--- src/rtl/sip_pkg.sv ---
// Shared constants and payload types for the synaptic input processor.
package sip_pkg;

  localparam int unsigned N_SYN     = 16;
  localparam int unsigned W_WIDTH   = 4;
  localparam int unsigned V_WIDTH   = 8;
  localparam int unsigned THRESHOLD = 64;
  localparam int unsigned LEAK      = 1;
  localparam int unsigned SEL_WIDTH = 4;

  typedef logic [W_WIDTH-1:0]   weight_t;
  typedef logic [V_WIDTH-1:0]   vmem_t;
  typedef logic [SEL_WIDTH-1:0] sel_t;

  // One synapse event per clock, handed from the scanner to the neuron.
  typedef struct packed {
    logic    run;     // scan running this cycle
    logic    active;  // gated and spiking: apply the weight
    logic    excit;   // 1 = add, 0 = subtract
    weight_t weight;
    logic    last;    // final synapse of the scan, leak applies
  } syn_event_t;

endpackage

--- src/rtl/synaptic_input_processor_if.sv ---
// Control, spike/polarity inputs and scan outputs of the synaptic input processor.
interface synaptic_input_processor_if;
  import sip_pkg::*;

  logic             write;
  logic             st_and;
  logic             ct_and;
  logic             st;
  logic             ct;
  logic [N_SYN-1:0] parallel_spike_in;
  logic [N_SYN-1:0] parallel_ein;
  logic             flush_weight;
  logic             flush_ein;
  logic             flush_spike;
  logic             spike;
  sel_t             select;

  modport master (
    output write, st_and, ct_and, st, ct, parallel_spike_in, parallel_ein,
    input  flush_weight, flush_ein, flush_spike, spike, select
  );

  modport slave (
    input  write, st_and, ct_and, st, ct, parallel_spike_in, parallel_ein,
    output flush_weight, flush_ein, flush_spike, spike, select
  );

endinterface

--- src/rtl/sip_lif_neuron.sv ---
// Leaky integrate-and-fire membrane: saturating/clamping integration, end-of-scan leak, fire.
module sip_lif_neuron
  import sip_pkg::*;
(
  input  logic       clk_i,
  input  logic       reset_i,
  input  syn_event_t ev_i,
  output logic       spike_o
);

  vmem_t                v_q, v_d;
  vmem_t                v_syn_c;
  vmem_t                w_ext_c;
  logic [V_WIDTH:0]     sum_c;
  logic                 fire_c;
  logic                 spike_q, spike_d;

  always_comb begin
    w_ext_c = V_WIDTH'(ev_i.weight);
    sum_c   = {1'b0, v_q} + (V_WIDTH+1)'(ev_i.weight);
    v_syn_c = v_q;
    if (ev_i.active) begin
      if (ev_i.excit) v_syn_c = sum_c[V_WIDTH] ? '1 : sum_c[V_WIDTH-1:0];
      else            v_syn_c = (v_q > w_ext_c) ? v_q - w_ext_c : '0;
    end
    fire_c = (v_syn_c >= V_WIDTH'(THRESHOLD));
  end

  // Fire wins over leak; an idle scan freezes the membrane.
  always_comb begin
    v_d     = v_q;
    spike_d = 1'b0;
    if (ev_i.run) begin
      if (fire_c) begin
        v_d     = '0;
        spike_d = 1'b1;
      end else if (ev_i.last) begin
        v_d = (v_syn_c >= V_WIDTH'(LEAK)) ? v_syn_c - V_WIDTH'(LEAK) : '0;
      end else begin
        v_d = v_syn_c;
      end
    end
  end

  always_ff @(posedge clk_i) begin
    if (reset_i) begin
      v_q     <= '0;
      spike_q <= 1'b0;
    end else begin
      v_q     <= v_d;
      spike_q <= spike_d;
    end
  end

  assign spike_o = spike_q;

endmodule

--- src/rtl/synaptic_input_processor.sv ---
// Synapse scanner: select counter, spike/polarity snapshots, weight table and gating.
module synaptic_input_processor
  import sip_pkg::*;
(
  input  logic                        clk_i,
  input  logic                        reset_i,
  synaptic_input_processor_if.slave   bus_if
);

  sel_t             sel_q, sel_d;
  logic [N_SYN-1:0] spk_q, spk_d;
  logic [N_SYN-1:0] ein_q, ein_d;
  weight_t          w_q [N_SYN];
  logic             last_c;
  logic             en_c;
  syn_event_t       ev_c;
  logic             spike_w;

  assign last_c = bus_if.write && (sel_q == sel_t'(N_SYN - 1));
  assign en_c   = (bus_if.st_and & bus_if.st) | (bus_if.ct_and & bus_if.ct);

  // Snapshots refresh while idle and at the end of each scan.
  always_comb begin
    sel_d = sel_q;
    spk_d = spk_q;
    ein_d = ein_q;
    if (bus_if.write) sel_d = sel_q + sel_t'(1);
    if (!bus_if.write || last_c) begin
      spk_d = bus_if.parallel_spike_in;
      ein_d = bus_if.parallel_ein;
    end
  end

  always_ff @(posedge clk_i) begin
    if (reset_i) begin
      sel_q <= '0;
      spk_q <= bus_if.parallel_spike_in;
      ein_q <= bus_if.parallel_ein;
      for (int unsigned i = 0; i < N_SYN; i++) w_q[i] <= weight_t'(i);
    end else begin
      sel_q <= sel_d;
      spk_q <= spk_d;
      ein_q <= ein_d;
    end
  end

  always_comb begin
    ev_c.run    = bus_if.write;
    ev_c.active = en_c & spk_q[sel_q];
    ev_c.excit  = ein_q[sel_q];
    ev_c.weight = w_q[sel_q];
    ev_c.last   = last_c;
  end

  sip_lif_neuron u_neuron (
    .clk_i   (clk_i),
    .reset_i (reset_i),
    .ev_i    (ev_c),
    .spike_o (spike_w)
  );

  assign bus_if.flush_weight = last_c;
  assign bus_if.flush_ein    = last_c;
  assign bus_if.flush_spike  = last_c;
  assign bus_if.spike        = spike_w;
  assign bus_if.select       = sel_q;

endmodule

--- src/flat_wrapper.sv ---
// flat-port wrapper written by rule: the top's interface ports become plain ports
module synaptic_input_processor_flat import sip_pkg::*;
  (clk_i, reset_i, bus_if_write, bus_if_st_and, bus_if_ct_and, bus_if_st, bus_if_ct, bus_if_parallel_spike_in, bus_if_parallel_ein, bus_if_flush_weight, bus_if_flush_ein, bus_if_flush_spike, bus_if_spike, bus_if_select);
  synaptic_input_processor_if bus_if_i ();
  input  logic clk_i;
  input  logic reset_i;
  input wire logic [$bits(bus_if_i.write)-1:0] bus_if_write;
  input wire logic [$bits(bus_if_i.st_and)-1:0] bus_if_st_and;
  input wire logic [$bits(bus_if_i.ct_and)-1:0] bus_if_ct_and;
  input wire logic [$bits(bus_if_i.st)-1:0] bus_if_st;
  input wire logic [$bits(bus_if_i.ct)-1:0] bus_if_ct;
  input wire logic [$bits(bus_if_i.parallel_spike_in)-1:0] bus_if_parallel_spike_in;
  input wire logic [$bits(bus_if_i.parallel_ein)-1:0] bus_if_parallel_ein;
  output wire logic [$bits(bus_if_i.flush_weight)-1:0] bus_if_flush_weight;
  output wire logic [$bits(bus_if_i.flush_ein)-1:0] bus_if_flush_ein;
  output wire logic [$bits(bus_if_i.flush_spike)-1:0] bus_if_flush_spike;
  output wire logic [$bits(bus_if_i.spike)-1:0] bus_if_spike;
  output wire logic [$bits(bus_if_i.select)-1:0] bus_if_select;
  assign bus_if_i.write = bus_if_write;
  assign bus_if_i.st_and = bus_if_st_and;
  assign bus_if_i.ct_and = bus_if_ct_and;
  assign bus_if_i.st = bus_if_st;
  assign bus_if_i.ct = bus_if_ct;
  assign bus_if_i.parallel_spike_in = bus_if_parallel_spike_in;
  assign bus_if_i.parallel_ein = bus_if_parallel_ein;
  assign bus_if_flush_weight = bus_if_i.flush_weight;
  assign bus_if_flush_ein = bus_if_i.flush_ein;
  assign bus_if_flush_spike = bus_if_i.flush_spike;
  assign bus_if_spike = bus_if_i.spike;
  assign bus_if_select = bus_if_i.select;
  synaptic_input_processor u_core (.clk_i(clk_i), .reset_i(reset_i), .bus_if(bus_if_i));
endmodule
--- config.mk ---
export PLATFORM = sky130hd
export DESIGN_NAME = synaptic_input_processor_flat
export DESIGN_NICKNAME = d
export VERILOG_FILES = /design/src/rtl/sip_pkg.sv /design/src/rtl/synaptic_input_processor_if.sv /design/src/rtl/sip_lif_neuron.sv /design/src/rtl/synaptic_input_processor.sv /design/src/flat_wrapper.sv
export SDC_FILE = /design/constraint.sdc
export NUM_CORES = 1
export LEC_CHECK = 0
export BUFFER_PORTS_ARGS = -buffer_cell sky130_fd_sc_hd__buf_2
export CAP_MARGIN = 20
export CORE_MARGIN = 3
export CORE_UTILIZATION = 51
export CTS_CLUSTER_SIZE = 40
export DETAILED_ROUTE_END_ITERATION = 7
export PLACE_DENSITY = 0.76
export SETUP_SLACK_MARGIN = 0.02
export SLEW_MARGIN = 20
export SYNTH_ARGS = -nofsm -noshare
export SYNTH_HDL_FRONTEND = slang
export SYNTH_SLANG_ARGS = --single-unit
--- constraint.sdc ---
create_clock -name clk_i -period 3.1 [get_ports clk_i]
set_input_delay 0.31 -clock clk_i [delete_from_list [all_inputs] [get_ports clk_i]]
set_output_delay 0.31 -clock clk_i [all_outputs]
set_load 0.02 [all_outputs]
==> results of run 1 <==
[report_power, final]
group / total [mW] / internal (mW) / switching, mW
Sequential: 0.758 / 0.736 / 0.0224
Clock: 0.454 / 0.242 / 0.212
Combinational: 0.371 / 0.176 / 0.195
[worst max-delay path by stage]
stage	from	to	slack [ps]	cells after the start
after floorplan	u_core.u_neuron.v_q[0]$_SDFFE_PP0P_	u_core.u_neuron.v_q[5]$_SDFFE_PP0P_	170	12
after global placement	u_core.u_neuron.v_q[0]$_SDFFE_PP0P_	u_core.u_neuron.v_q[5]$_SDFFE_PP0P_	90	12
after detailed placement	u_core.u_neuron.v_q[0]$_SDFFE_PP0P_	u_core.u_neuron.v_q[5]$_SDFFE_PP0P_	-40	12
after CTS	u_core.u_neuron.v_q[0]$_SDFFE_PP0P_	u_core.u_neuron.v_q[2]$_SDFFE_PP0P_	40	13
after global routing	u_core.u_neuron.v_q[0]$_SDFFE_PP0P_	u_core.u_neuron.v_q[5]$_SDFFE_PP0P_	-50	14
final	u_core.u_neuron.v_q[0]$_SDFFE_PP0P_	u_core.u_neuron.v_q[5]$_SDFFE_PP0P_	140	13
[layer usage]
layer / track usage (%) / routed length, microns / vias to the layer above
met3: 3.62 / 415 / 25
met5: 0 / 0 / -
met4: 7.31 / 143 / 0
met2: 34.6 / 3090 / 101
met1: 26.0 / 2530 / 1076
li1: - / - / 1128
[per-stage QoR]
| stage | util [%] | power [mW] |
|---|---|---|
| after floorplan | - | 1.02 |
| after global placement | 61.2 | 1.11 |
| after detailed placement | 61.2 | 1.12 |
| after CTS | 63.5 | 1.57 |
| after global routing | 64.4 | 1.67 |
| final | 64.4 | 1.58 |
[cell families (layout without fill, tap and decap cells)]
kind of cell,Yosys count,in the layout,share of synthesized area (%)
adders and majority gates,13,13,6.07
AOI/OAI and AO/OA,59,59,16.2
muxes,20,20,7.44
and+or+nand+nor,96,96,17.5
DFF,49,49,44.5
buffers and inverters,31,90,5.99
xor gates and xnor gates,8,8,2.39
[flip-flops by register name (all words and copies together), names as in the netlist]
register,cells
u_core.ev_c,4
u_core.bus_if.select,4
u_core.spk_q,16
u_core.ein_q,16
u_core.u_neuron.spike_o,1
u_core.u_neuron.v_q,8
[placed cells by master (no fill, tap or decap), types with 4 or more instances in the layout]
cell | synthesis | final
nand3_1 | 8 | 8
ha_1 | 11 | 8
edfxtp_1 | 32 | 32
nor2b_1 | 9 | 9
dfxtp_1 | 17 | 16
mux2i_1 | 15 | 15
o21ai_0 | 8 | 7
o21ai_1 | 6 | 7
inv_1 | 16 | 15
nor2_1 | 21 | 21
buf_2 | 1 | 46
buf_4 | 3 | 20
nor3_1 | 5 | 5
clkbuf_8 | 0 | 5
nand2_1 | 26 | 26
o22ai_1 | 6 | 6
nand2b_1 | 4 | 4
xnor2_1 | 5 | 5
[final cells by class]
type	instances	area, sq um
clock buffers	6	72.6
repair buffers	66	380
flip-flops and latches	49	1300
well taps	70	87.6
fillers	433	1900
inverters	16	60.1
clock inverters	2	38.8
multi-input cells	196	1490
[critical path, cell delays in order, from the launching register on]
cell and delay [ps]:
dfxtp_2 360, inv_1 60, ha_2 200, fa_2 330, and2b_1 230, nor3_1 60, o211a_1 290, buf_4 170
a41o_1 190, o211ai_1 190, o311ai_2 210, nand2_1 140, and4bb_1 220, a211o_1 210
[Yosys cell counts, types with 3 or more instances]
| cell type | n | area, sq um |
|---|---|---|
| xnor2_1 | 5 | 43.8 |
| a31oi_1 | 3 | 18.8 |
| o22ai_1 | 6 | 37.5 |
| buf_4 | 3 | 22.5 |
| o21ai_0 | 8 | 40.0 |
| clkbuf_1 | 5 | 18.8 |
| mux2_2 | 3 | 33.8 |
| nand2b_1 | 4 | 25.0 |
| edfxtp_1 | 32 | 961 |
| nor2_1 | 21 | 78.8 |
| xor2_1 | 3 | 26.3 |
| ha_1 | 11 | 138 |
| o21ai_1 | 6 | 30.0 |
| nor2b_1 | 9 | 56.3 |
| a21oi_1 | 3 | 15.0 |
| o311ai_0 | 3 | 26.3 |
| a211oi_1 | 4 | 30.0 |
| nand3_1 | 8 | 40.0 |
| inv_1 | 16 | 60.1 |
| nand4_1 | 3 | 18.8 |
| dfxtp_1 | 17 | 340 |
| nand2_1 | 26 | 97.6 |
| buf_6 | 4 | 45.0 |
| mux2i_1 | 15 | 150 |
| nor3_1 | 5 | 25.0 |
| a22oi_1 | 3 | 22.5 |
[timing repair]
item	CTS	global route
gates resized for setup	2	12
endpoints found under the setup margin	7	8
pin swaps	0	6
cloned	0	0
buffers inserted	0	2
==> results.sh, run 1 <==
export IMPL_status="completed"
export IMPL_drive_gt1_share_pct=30.7
export IMPL_tns_ps=0
export IMPL_ios=47
export IMPL_min_path_type="in2reg"
export IMPL_fin_nets=386
export IMPL_fin_worst_skew_ps=6.47
export IMPL_dpl_instance_area_sq_um=3260
export IMPL_r2r_slack_ps=140
export IMPL_drc=0
export IMPL_wl_per_cell_microns=15.3
export IMPL_pre_cts_ws_ps=-39.8
export IMPL_clockRootBuffer="clkbuf_8"
export IMPL_yosys_most_used_dff="edfxtp_1"
export IMPL_maxCapViolations=0
export IMPL_seq_area_frac_synth_pct=44.5
export IMPL_drv_slew=0
export IMPL_drt_total_wl_microns=6180
export IMPL_core_area_sq_um=5340
export IMPL_dp_cells=395
export IMPL_fin_area_sq_um=3440
export IMPL_drt_pass1_iter_count=5
export IMPL_syn_cell_area_sq_um=2930
export IMPL_whs_endpoint="u_core.spk_q[9]$_DFFE_PP_"
export IMPL_worstHoldStart="bus_if_parallel_spike_in[9]"
export IMPL_end_kind="flop"
export IMPL_die_h_microns=81.8
export IMPL_grt_pass1_wl_microns=10300
export IMPL_clockBufferDepth=2
export IMPL_ff2ff_path_depth=13
export IMPL_setup_viol=0
export IMPL_fin_ws_ps=140
export IMPL_ys_types=65
export IMPL_cts_sink_count=49
export IMPL_overflow=0
export IMPL_worstMarginPinSlew_ps=500
export IMPL_grt_pass1_vias=2246
export IMPL_port_buffers=46
export IMPL_cts_buffers=5
export IMPL_leakage_nw=1.34
export IMPL_regToRegStartpoint="u_core.u_neuron.v_q[0]$_SDFFE_PP0P_"
export IMPL_netlist_instances=276
export IMPL_rsz0062_at_grt="yes"
export IMPL_holdBufCountCts=0
export IMPL_die_area_sq_um=6680
export IMPL_min_period_over_period_pct=95.5
export IMPL_antenna_found_initial=0
export IMPL_synth_edff_count=32
export IMPL_grt_max_degree=33
export IMPL_cp_required_ps=3300
export IMPL_min_period_ps=2960
export IMPL_r2r_end="u_core.u_neuron.v_q[5]$_SDFFE_PP0P_"
export IMPL_max_clock_freq_mhz=338
export IMPL_yosys_warnings=0
export IMPL_hold_depth=1
export IMPL_ys_seq_elements=49
export IMPL_worstPathArrival_ps=3160
export IMPL_tritoncts="yes"
export IMPL_finalHoldViolCount=0
export IMPL_htree_levels=2
export IMPL_drtIter0Drc=151
export IMPL_fp_dieW_microns=81.8
export IMPL_relSlewSlack_pct=66.5
export IMPL_synth_nets=328
export IMPL_whs_ps=171
export IMPL_clkTransAtPathRegs_ps=90
export IMPL_avgSynthCellArea_sq_um=10.6
export IMPL_vias_per_cell=5.75
export IMPL_peakVddDrop_mv=0.360
export IMPL_start_kind="flop"
export IMPL_ant_nets=0
export IMPL_num_rows=26
export IMPL_insertion_delay_ps=310
export IMPL_diodes=0
export IMPL_crit_type="reg2reg"
export IMPL_vias=2330
export IMPL_syn2layout_area_growth_pct=17.4
export IMPL_initial_core_util_pct=54.9
export IMPL_hpwl_microns=4660
export IMPL_final_cells=405
export IMPL_power_density_nw_per_um2=461
export IMPL_crit_fanout=6
export IMPL_async_reset_ff_share_pct=0
export IMPL_grt_usage_pct=20.4
export IMPL_gp_congestion=0.971
(Power assumes the default switching activity.)
==> inputs of run 2 (changes only) <==
- CORE_UTILIZATION: 51 -> 57
- PLACE_DENSITY: 0.76 -> 0.86
- clock period: 3.1 -> 2.84 ns (I/O delays scaled with it)
==> results.sh, run 2 (synthesized netlist as in run 1, its figures left out) <==
export IMPL_status="finished, violations left"
export IMPL_violations="negative setup slack"
export IMPL_vias_per_cell=5.80
export IMPL_relSlewSlack_pct=60.6
export IMPL_seqPwrFrac_pct=46.9
export IMPL_swShare_pct=29.4
export IMPL_worstHoldStart="bus_if_parallel_spike_in[6]"
export IMPL_grt_pass1_vias=2427
export IMPL_leakage_nw=1.46
export IMPL_end_kind="flop"
export IMPL_vias=2460
export IMPL_tns_ps=-539
export IMPL_fin_nets=408
export IMPL_min_period_ps=2960
export IMPL_crit_fanout=5
export IMPL_gp_congestion=0.968
export IMPL_overflow=0
export IMPL_reg_top3="u_core.ein_q x16, u_core.spk_q x16, u_core.u_neuron.v_q x8"
export IMPL_initial_core_util_pct=60.4
export IMPL_switching_power_mw=0.522
export IMPL_clkTransAtPathRegs_ps=90
export IMPL_fin_ws_ps=-124
export IMPL_core_area_sq_um=4850
export IMPL_worstMarginPinSlew_ps=588
export IMPL_peakVddDrop_mv=0.395
export IMPL_p_int_mw=1.26
export IMPL_holdBufCountCts=0
export IMPL_tritoncts="yes"
export IMPL_num_rows=25
export IMPL_finalHoldViolCount=0
export IMPL_fin_worst_skew_ps=10.3
export IMPL_final_cell_mix="buf_2 (46), buf_4 (40), edfxtp_1 (32), nand2_1 (26), nor2_1 (21)"
export IMPL_insertion_delay_ps=310
export IMPL_n_fill_cell=299
export IMPL_fp_dieW_microns=77.7
export IMPL_critPathSlowestCell="dfxtp_2"
export IMPL_grt_usage_pct=24.9
export IMPL_cp_slowest_stage_delay_ps=360
export IMPL_path_cells="inv_2 -> ha_4 -> fa_2 -> and2b_1 -> nor3_2 -> o211a_1 -> o211ai_1 -> o311ai_2 -> nand2_1 -> inv_2 -> ha_4 -> nor3b_2 -> and4bb_1 -> a211o_1"
export IMPL_clockBufferDepth=2
export IMPL_final_common_cell="buf_2"
export IMPL_drv_slew=0
export IMPL_regToRegStartpoint="u_core.u_neuron.v_q[0]$_SDFFE_PP0P_"
export IMPL_drive_gt1_share_pct=38.9
export IMPL_drt_total_wl_microns=7400
export IMPL_die_area_sq_um=6030
export IMPL_drtIter0Drc=290
export IMPL_multi_input_area_sq_um=1570
export IMPL_hpwl_microns=5290
export IMPL_worstPathArrival_ps=3160
export IMPL_die_h_microns=77.7
export IMPL_port_buffers=46
export IMPL_final_cells=424
export IMPL_cts_sink_count=49
export IMPL_syn2layout_area_growth_pct=25.9
export IMPL_grt_max_degree=23
export IMPL_setup_viol=8
export IMPL_ios=47
export IMPL_max_clock_freq_mhz=337
export IMPL_final_util_pct=76.0
export IMPL_diodes=0
export IMPL_htree_levels=2
export IMPL_drt_pass1_iter_count=5
export IMPL_maxCapViolations=0
export IMPL_start_kind="flop"
export IMPL_power_density_nw_per_um2=482
export IMPL_wl_per_cell_microns=17.4
export IMPL_cp_required_ps=3040
export IMPL_crit_start="u_core.u_neuron.v_q[0]$_SDFFE_PP0P_"
export IMPL_grt_pass1_wl_microns=11700
export IMPL_min_period_over_period_pct=104
export IMPL_crit_type="reg2reg"
export IMPL_min_path_type="in2reg"
export IMPL_rsz0062_at_grt="yes"
export IMPL_clockRootBuffer="clkbuf_8"
export IMPL_power_frac_comb_pct=28.6
export IMPL_dp_cells=409
export IMPL_clock_power_share_pct=24.5
export IMPL_cts_buffers=5
export IMPL_regArea_sq_um=1310
export IMPL_ant_nets=0
export IMPL_antenna_found_initial=0
export IMPL_drc=0
[run 2: worst paths after layout]
kind / slack, ps / end / cells after the start
worst min register to register: 470 / u_core.u_neuron.v_q[0]$_SDFFE_PP0P_ / 2
worst min-delay path: 140 / u_core.spk_q[6]$_DFFE_PP_ / 1
worst max-delay path: -120 / u_core.u_neuron.v_q[5]$_SDFFE_PP0P_ / 14
worst max register to register: -120 / u_core.u_neuron.v_q[5]$_SDFFE_PP0P_ / 14
[run 2: power by group through the flow]
stage / sequential (mW) / clock (mW) / combinational [mW]
floorplan: 0.838 / 0 / 0.281
global placement: 0.844 / 0 / 0.411
detailed placement: 0.848 / 0 / 0.422
CTS: 0.833 / 0.438 / 0.462
global route: 0.838 / 0.477 / 0.543
finish: 0.834 / 0.435 / 0.508
[run 2: layout make-up]
class / count / share of cell area [%]
Clock buffer: 6 / 2.24
Clock inverter: 2 / 0.441
Inverter: 16 / 1.63
Multi-Input combinational cell: 196 / 42.6
Sequential cell: 49 / 35.5
Tap cell: 67 / 2.28
Timing Repair Buffer: 88 / 15.2
[run 2: worst max-delay path: cells and delay by family, from the launching register on]
kind	cells	cell delay, ps
buf+inv	2	130
fa+ha+maj	3	660
compound gates	4	910
flops	1	360
simple gates	5	810
[run 2: layer usage]
metal	vias to the layer above	track usage, %	wire length [microns]
li1	1176	-	-
met1	1151	31.8	3000
met2	111	41.4	3770
met3	22	5.22	433
met4	0	9.43	194
met5	-	0	0
[run 2: stage by stage]
step / cell area [sq um] / power, mW / hold slack (ps) / worst slack [ps]
6_report: 3680 / 1.78 / 142 / -124
5_1_grt: 3680 / 1.86 / 125 / -213
4_1_cts: 3600 / 1.73 / 142 / -99.8
3_5_place_dp: 3410 / 1.27 / 462 / -206
3_3_place_gp: 3410 / 1.26 / 460 / -48.4
2_1_floorplan: 2940 / 1.12 / 383 / 65.6
[run 2: timing repair]
action                     CTS  global route
setup endpoints to repair    8             8
resized for setup           15            13
setup buffers                5             3
pin swaps                   12            10
